--- src/rtl/alu_issue_stage.sv ---
// Decode/issue stage in front of the ALU: decodes RV32I, builds immediates and
// operands, and holds the result in a single-entry valid/ready ID/EX register.

package alu_issue_stage_pkg;

  localparam int unsigned XLEN = 32;

  typedef enum logic [3:0] {
    ALU_ADD  = 4'b0000,
    ALU_SUB  = 4'b0001,
    ALU_AND  = 4'b0010,
    ALU_OR   = 4'b0011,
    ALU_SLT  = 4'b0101,
    ALU_XOR  = 4'b0110,
    ALU_SLTU = 4'b0111,
    ALU_SLL  = 4'b1000,
    ALU_SRL  = 4'b1001,
    ALU_SRA  = 4'b1010
  } alu_op_e;

  localparam logic [6:0] OPC_LOAD   = 7'b0000011;
  localparam logic [6:0] OPC_OP_IMM = 7'b0010011;
  localparam logic [6:0] OPC_AUIPC  = 7'b0010111;
  localparam logic [6:0] OPC_STORE  = 7'b0100011;
  localparam logic [6:0] OPC_OP     = 7'b0110011;
  localparam logic [6:0] OPC_LUI    = 7'b0110111;
  localparam logic [6:0] OPC_BRANCH = 7'b1100011;
  localparam logic [6:0] OPC_JALR   = 7'b1100111;
  localparam logic [6:0] OPC_JAL    = 7'b1101111;

  localparam logic [6:0] F7_BASE = 7'b0000000;
  localparam logic [6:0] F7_ALT  = 7'b0100000;

  // ID/EX register payload
  typedef struct packed {
    logic [XLEN-1:0] alu_a;
    logic [XLEN-1:0] alu_b;
    alu_op_e         alu_ctrl;
    logic [XLEN-1:0] rs2_data;
    logic [XLEN-1:0] pc;
    logic [2:0]      funct3;
    logic            illegal;
  } id_ex_t;

endpackage

module alu_issue_stage
  import alu_issue_stage_pkg::*;
#(
  parameter int unsigned WIDTH = 32
) (
  input  logic             clk,
  input  logic             rst_n,
  input  logic             flush,
  input  logic             in_valid,
  output logic             in_ready,
  input  logic [WIDTH-1:0] in_pc,
  input  logic [31:0]      in_instr,
  input  logic [WIDTH-1:0] in_rs1_data,
  input  logic [WIDTH-1:0] in_rs2_data,
  output logic             out_valid,
  input  logic             out_ready,
  output logic [WIDTH-1:0] alu_a,
  output logic [WIDTH-1:0] alu_b,
  output logic [3:0]       alu_ctrl,
  output logic [WIDTH-1:0] out_rs2_data,
  output logic [WIDTH-1:0] out_pc,
  output logic [2:0]       out_funct3,
  output logic             out_illegal
);

  logic [6:0] opcode;
  logic [2:0] funct3;
  logic [6:0] funct7;

  logic [WIDTH-1:0] imm_i;
  logic [WIDTH-1:0] imm_s;
  logic [WIDTH-1:0] imm_u;
  logic [WIDTH-1:0] imm_j;
  logic [WIDTH-1:0] imm_sh;

  logic [WIDTH-1:0] dec_a;
  logic [WIDTH-1:0] dec_b;
  alu_op_e          dec_ctrl;
  logic             dec_illegal;

  id_ex_t payload_d, payload_q;
  logic   out_valid_d, out_valid_q;
  logic   load;

  assign opcode = in_instr[6:0];
  assign funct3 = in_instr[14:12];
  assign funct7 = in_instr[31:25];

  // Immediate formats, sign-extended from instr[31]
  assign imm_i  = {{20{in_instr[31]}}, in_instr[31:20]};
  assign imm_s  = {{20{in_instr[31]}}, in_instr[31:25], in_instr[11:7]};
  assign imm_u  = {in_instr[31:12], 12'b0};
  assign imm_j  = {{12{in_instr[31]}}, in_instr[19:12], in_instr[20], in_instr[30:21], 1'b0};
  assign imm_sh = {27'b0, in_instr[24:20]};

  // Opcode/funct decode to ALU control and operand selection
  always_comb begin
    dec_a       = '0;
    dec_b       = '0;
    dec_ctrl    = ALU_ADD;
    dec_illegal = 1'b0;

    case (opcode)
      OPC_OP: begin
        dec_a = in_rs1_data;
        dec_b = in_rs2_data;
        case (funct3)
          3'b000:  dec_ctrl = ALU_ADD;
          3'b001:  dec_ctrl = ALU_SLL;
          3'b010:  dec_ctrl = ALU_SLT;
          3'b011:  dec_ctrl = ALU_SLTU;
          3'b100:  dec_ctrl = ALU_XOR;
          3'b101:  dec_ctrl = ALU_SRL;
          3'b110:  dec_ctrl = ALU_OR;
          default: dec_ctrl = ALU_AND;
        endcase
        if (funct7 == F7_ALT) begin
          if (funct3 == 3'b000)      dec_ctrl = ALU_SUB;
          else if (funct3 == 3'b101) dec_ctrl = ALU_SRA;
          else                       dec_illegal = 1'b1;
        end else if (funct7 != F7_BASE) begin
          dec_illegal = 1'b1;
        end
      end

      OPC_OP_IMM: begin
        dec_a = in_rs1_data;
        dec_b = imm_i;
        case (funct3)
          3'b000: dec_ctrl = ALU_ADD;
          3'b001: begin
            dec_ctrl = ALU_SLL;
            dec_b    = imm_sh;
            if (funct7 != F7_BASE) dec_illegal = 1'b1;
          end
          3'b010: dec_ctrl = ALU_SLT;
          3'b011: dec_ctrl = ALU_SLTU;
          3'b100: dec_ctrl = ALU_XOR;
          3'b101: begin
            dec_b = imm_sh;
            if (funct7 == F7_BASE)     dec_ctrl = ALU_SRL;
            else if (funct7 == F7_ALT) dec_ctrl = ALU_SRA;
            else                       dec_illegal = 1'b1;
          end
          3'b110:  dec_ctrl = ALU_OR;
          default: dec_ctrl = ALU_AND;
        endcase
      end

      OPC_LOAD, OPC_JALR: begin
        dec_a = in_rs1_data;
        dec_b = imm_i;
      end

      OPC_STORE: begin
        dec_a = in_rs1_data;
        dec_b = imm_s;
      end

      OPC_BRANCH: begin
        dec_a = in_rs1_data;
        dec_b = in_rs2_data;
        case (funct3)
          3'b000, 3'b001: dec_ctrl = ALU_SUB;
          3'b100, 3'b101: dec_ctrl = ALU_SLT;
          3'b110, 3'b111: dec_ctrl = ALU_SLTU;
          default:        dec_illegal = 1'b1;
        endcase
      end

      OPC_LUI: begin
        dec_a = '0;
        dec_b = imm_u;
      end

      OPC_AUIPC: begin
        dec_a = in_pc;
        dec_b = imm_u;
      end

      OPC_JAL: begin
        dec_a = in_pc;
        dec_b = imm_j;
      end

      default: dec_illegal = 1'b1;
    endcase

    // Illegal entries still flow to the trap unit, but with neutral operands
    if (dec_illegal) begin
      dec_a    = '0;
      dec_b    = '0;
      dec_ctrl = ALU_ADD;
    end
  end

  assign in_ready = !out_valid_q || out_ready;
  assign load     = in_valid && in_ready && !flush;

  // Single-entry register next state: flush wins, then load, then consume
  always_comb begin
    out_valid_d = out_valid_q;
    payload_d   = payload_q;

    if (flush) begin
      out_valid_d = 1'b0;
    end else if (load) begin
      out_valid_d        = 1'b1;
      payload_d.alu_a    = dec_a;
      payload_d.alu_b    = dec_b;
      payload_d.alu_ctrl = dec_ctrl;
      payload_d.rs2_data = in_rs2_data;
      payload_d.pc       = in_pc;
      payload_d.funct3   = funct3;
      payload_d.illegal  = dec_illegal;
    end else if (out_ready) begin
      out_valid_d = 1'b0;
    end
  end

  always_ff @(posedge clk) begin
    if (!rst_n) begin
      out_valid_q <= 1'b0;
      payload_q   <= '0;
    end else begin
      out_valid_q <= out_valid_d;
      payload_q   <= payload_d;
    end
  end

  assign out_valid    = out_valid_q;
  assign alu_a        = payload_q.alu_a;
  assign alu_b        = payload_q.alu_b;
  assign alu_ctrl     = payload_q.alu_ctrl;
  assign out_rs2_data = payload_q.rs2_data;
  assign out_pc       = payload_q.pc;
  assign out_funct3   = payload_q.funct3;
  assign out_illegal  = payload_q.illegal;

endmodule

--- config.mk ---
export PLATFORM = sky130hd
export DESIGN_NAME = alu_issue_stage
export DESIGN_NICKNAME = d
export VERILOG_FILES = /design/src/rtl/alu_issue_stage.sv
export SDC_FILE = /design/constraint.sdc
export NUM_CORES = 1
export LEC_CHECK = 0
export CORE_MARGIN = 2
export CORE_UTILIZATION = 45
export CTS_BUF_LIST = sky130_fd_sc_hd__clkbuf_2
export DETAILED_ROUTE_END_ITERATION = 12
export DONT_BUFFER_PORTS = 1
export PLACE_DENSITY = 0.69
export SKIP_CTS_REPAIR_TIMING = 1
export SLEW_MARGIN = 20
export SYNTH_ARGS = -nofsm -noshare
export SYNTH_HDL_FRONTEND = slang
export SYNTH_SLANG_ARGS = --single-unit
--- constraint.sdc ---
create_clock -name clk -period 2.8 [get_ports clk]
set_input_delay 0.84 -clock clk [delete_from_list [all_inputs] [get_ports clk]]
set_output_delay 0.84 -clock clk [all_outputs]
set_load 0.05 [all_outputs]
==> summary.md <==
| Metric | Value |
|---|---|
| Maximum fanout along the worst path | `3` |
| Number of synthesis warnings | `0` |
| Number of cells in the design after placement | `834` |
| Total length of routed wires | `17.9 mm` |
| Kind of path behind the tightest hold check | `in -> reg` |
| Final-report setup violation count | `0` |
| Overall fraction of global-route tracks in use | `24.9%` |
| Total congestion overflow | `0` |
| Count of max-cap constraint violations | `0` |
| Global-route wire length before repair | `28.2 mm` |
| Mapped Avg Cell Area | `8.44 um2` |
| Hold wc startpoint | `flush` |
| Outcome | `completed` |
| Core region area | `0.0128 mm2` |
| TritonCTS sink count | `137` |
| Peak per-stage delay on the critical path | `0.38 ns` |
| Count of antenna-violating nets left after detailed routing | `0` |
| End point of the worst hold path | `out_valid$_SDFFE_PP0P_` |
| Worst skew pair latency | `0.68 ns` |
| Share of the cycle needed by the critical path after routing | `86.2%` |
| Critical path capture point type | `primary output` |
| Worst Reg2Reg Path Length in Cells | `6` |
| Flop-to-flop setup slack | `0.77 ns` |
| # rows | `41` |
| Number of iterations in the first detailed-routing pass | `7` |
| Design Area, Final | `0.00646 mm2` |
| Measured slew at the worst slew-check pin | `0.632 ns` |
| Worst clock skew | `0.0176 ns` |
| Power density of the placed cells | `628 mW/mm2` |
| CTS tree | `built` |
| IO Pins | `271` |
| Area share of the leading cell type in the synthesized netlist | `46.2%` |
| Vias post-DR | `5413` |
| Proportion of register bits with asynchronous set or reset after synthesis | `0%` |
| Peak VDD IR | `0.000325 V` |
| Via count of the first global-routing pass | `5303` |
| Cell Chain, Critical Path | `nor2b_1 -> inv_1 -> buf_4` |
| Mapped Area | `0.00594 mm2` |
| Mapped Nets | `837` |
| Reg-to-Reg Start | `out_valid$_SDFFE_PP0P_` |
| Antenna violations before repair | `1` |
| Signed area change from the synthesized netlist to the final layout | `8.76%` |
| Arrival time of data at the critical path endpoint | `1.57 ns` |
| Final Critical Period | `2.41 ns` |
| Top delay family on crit path | `flip-flops` |
| Post-synthesis sequential area ratio | `46.2%` |
| Slack of the critical path | `0.387 ns` |
| Power after layout | `4060 uW` |
| Worst setup slack after placement | `-0.0462 ns` |
| Chip Width | `119 um` |
| Pin count of the biggest net entering global routing | `103` |
| Distinct cells, synth | `48` |
| Leakage | `0.00208 uW` |
| Via density per instance | `6.24` |
| Wirelength per Cell | `20.7 um` |
| CTS Root Buffer Type | `clkbuf_2` |
| Routability congestion estimate | `0.887` |
| Full die area | `0.0141 mm2` |
| Remaining routing DRC violations | `0` |
| Final Max Slew Viols | `0` |
| Total Nets Final | `814` |
| Instance count of the mapped netlist | `704` |
| Flip-flop cell with the highest count after synthesis | `dfxtp_1` |
| Worst slew margin relative to its limit | `57.7%` |
| Register bit count reported by yosys | `137` |
| Worst-path clk slew | `0.20 ns` |
| Class of the most critical setup path | `reg -> out` |
| Number of I/O port buffers | `0` |
| Cell depth of the worst min-delay path | `1` |
| Fraction of the core area covered by cells at the end of the flow | `50.6%` |
| Starting density of the core | `46.5%` |
| R2r endpoint | `alu_b[14]$_SDFFE_PN0P_` |
| Initial DRC count | `539` |
| Share of final-layout standard cells stronger than drive strength 1 | `14.1%` |
| Largest cells by area after synthesis | `dfxtp_1, nand2_1, a21oi_1` |
| Crit path max-delay cell type | `dfxtp_1` |
| Height of the die | `119 um` |
| Required time of the critical path | `1.96 ns` |
| Number of fill cells | `1204` |
| Hold violation total from the final report | `0` |
| Post-detail-place hpwl | `12.9 mm` |
| Number of CTS-inserted buffers | `17` |
| Total cell area at the placement stage | `0.00615 mm2` |
| Final instance count without filler cells | `867` |
| Highest attainable clock frequency | `0.414 GHz` |
| Total number of H-tree levels | `4` |
| Buf+Inv Stages, Crit Path | `2` |
| Area leader, netlist | `dfxtp_1` |
| Startpoint types | `register` |
| Maximum clock path buffer count | `2` |
| Number of enable-type register cells in the synthesized netlist | `0` |
| Unrepaired setup endpoints after global routing | `no` |
area by class of cell:
| type | count | area (um2) | area share (%) |
|---|---|---|---|
| antenna | 1 | 2.50 | 0.0387 |
| tap | 172 | 215 | 3.33 |
| inverter | 7 | 28.8 | 0.445 |
| multi-input combinational | 493 | 2900 | 44.9 |
| sequential | 137 | 2740 | 42.4 |
| clock inverter | 15 | 224 | 3.47 |
| clock buffer | 17 | 85.1 | 1.32 |
| timing repair buffer | 25 | 263 | 4.07 |
cells by family (layout without fill, tap and decap cells):
family | after synthesis | in the layout | synth area share, %
other cells | 0 | 1 | 0
flops | 137 | 137 | 46.2
xor+xnor | 1 | 1 | 0.147
mux | 1 | 1 | 0.190
compound gates | 205 | 205 | 27.7
simple gates | 286 | 286 | 20.6
buf+inv | 74 | 64 | 5.24
worst register-to-register path, cell delays in order (launching register included):
cell and delay, ns:
dfxtp_1 0.36, nor2b_1 0.15, inv_1 0.07, nand3b_1 0.26, or3_2 0.61, buf_4 0.22, a221oi_2 0.28
cells in the final DEF (no fill, tap or decap), drive strengths merged, types with 15 or more instances in the layout:
cell    netlist  routed
clkbuf       59      17
nor3         37      37
a22oi        15      15
a222oi       17      17
nor2         38      38
a221oi       57      57
dfxtp       137     137
nand2       174     174
buf           8      25
a21oi        87      87
state kept, by name, summed over array words and instances, names as in the netlist:
signal	cells
alu_a	32
alu_b	32
out_pc	32
out_rs2_data	32
alu_ctrl	4
out_funct3	3
out_illegal	1
out_valid	1
synth_stat cells (3+ instances only):
| library cell | count |
|---|---|
| a21oi_1 | 87 |
| a221oi_1 | 37 |
| a221oi_2 | 20 |
| a222oi_1 | 17 |
| a22oi_1 | 15 |
| a31oi_1 | 3 |
| buf_2 | 3 |
| buf_6 | 4 |
| clkbuf_1 | 59 |
| dfxtp_1 | 137 |
| inv_1 | 7 |
| nand2_1 | 174 |
| nand3_1 | 12 |
| nand3b_1 | 3 |
| nor2_1 | 38 |
| nor2b_1 | 6 |
| nor3_1 | 36 |
| nor3b_1 | 3 |
| o31ai_2 | 8 |
where the power goes:
group | internal (uW) | switching, uW | total (uW)
clock network | 678 | 756 | 1430
registers | 2020 | 297 | 2320
logic | 106 | 200 | 305
total | 2810 | 1250 | 4060
worst max-delay path by stage:
stage | to | cells after the start | start
3_5_place_dp | alu_b[14]$_SDFFE_PN0P_ | 6 | in_instr[25]
3_3_place_gp | alu_b[0]$_SDFFE_PN0P_ | 6 | in_instr[25]
4_1_cts | in_ready | 3 | out_valid$_SDFFE_PP0P_
5_1_grt | in_ready | 3 | out_valid$_SDFFE_PP0P_
2_1_floorplan | alu_a[31]$_SDFFE_PN0P_ | 8 | out_ready
6_report | in_ready | 3 | out_valid$_SDFFE_PP0P_
stage by stage:
step	hold WS, ns	setup TNS, ns
after global placement	0.617	0
after detailed placement	0.637	-0.0462
after CTS	0.103	0
final	0.204	0
after floorplan	0.675	0
after global routing	0.0888	0
per-layer routing:
| layer | vias to the layer above | track usage [%] | share of wire (%) |
|---|---|---|---|
| met3 | 37 | 9.58 | 11 |
| met4 | 0 | 9.90 | 2.4 |
| li1 | 2523 | - | - |
| met5 | - | 0 | 0 |
| met1 | 2541 | 29.1 | 39 |
| met2 | 312 | 41.0 | 49 |
Note: power is estimated with default switching activity, not from simulation.
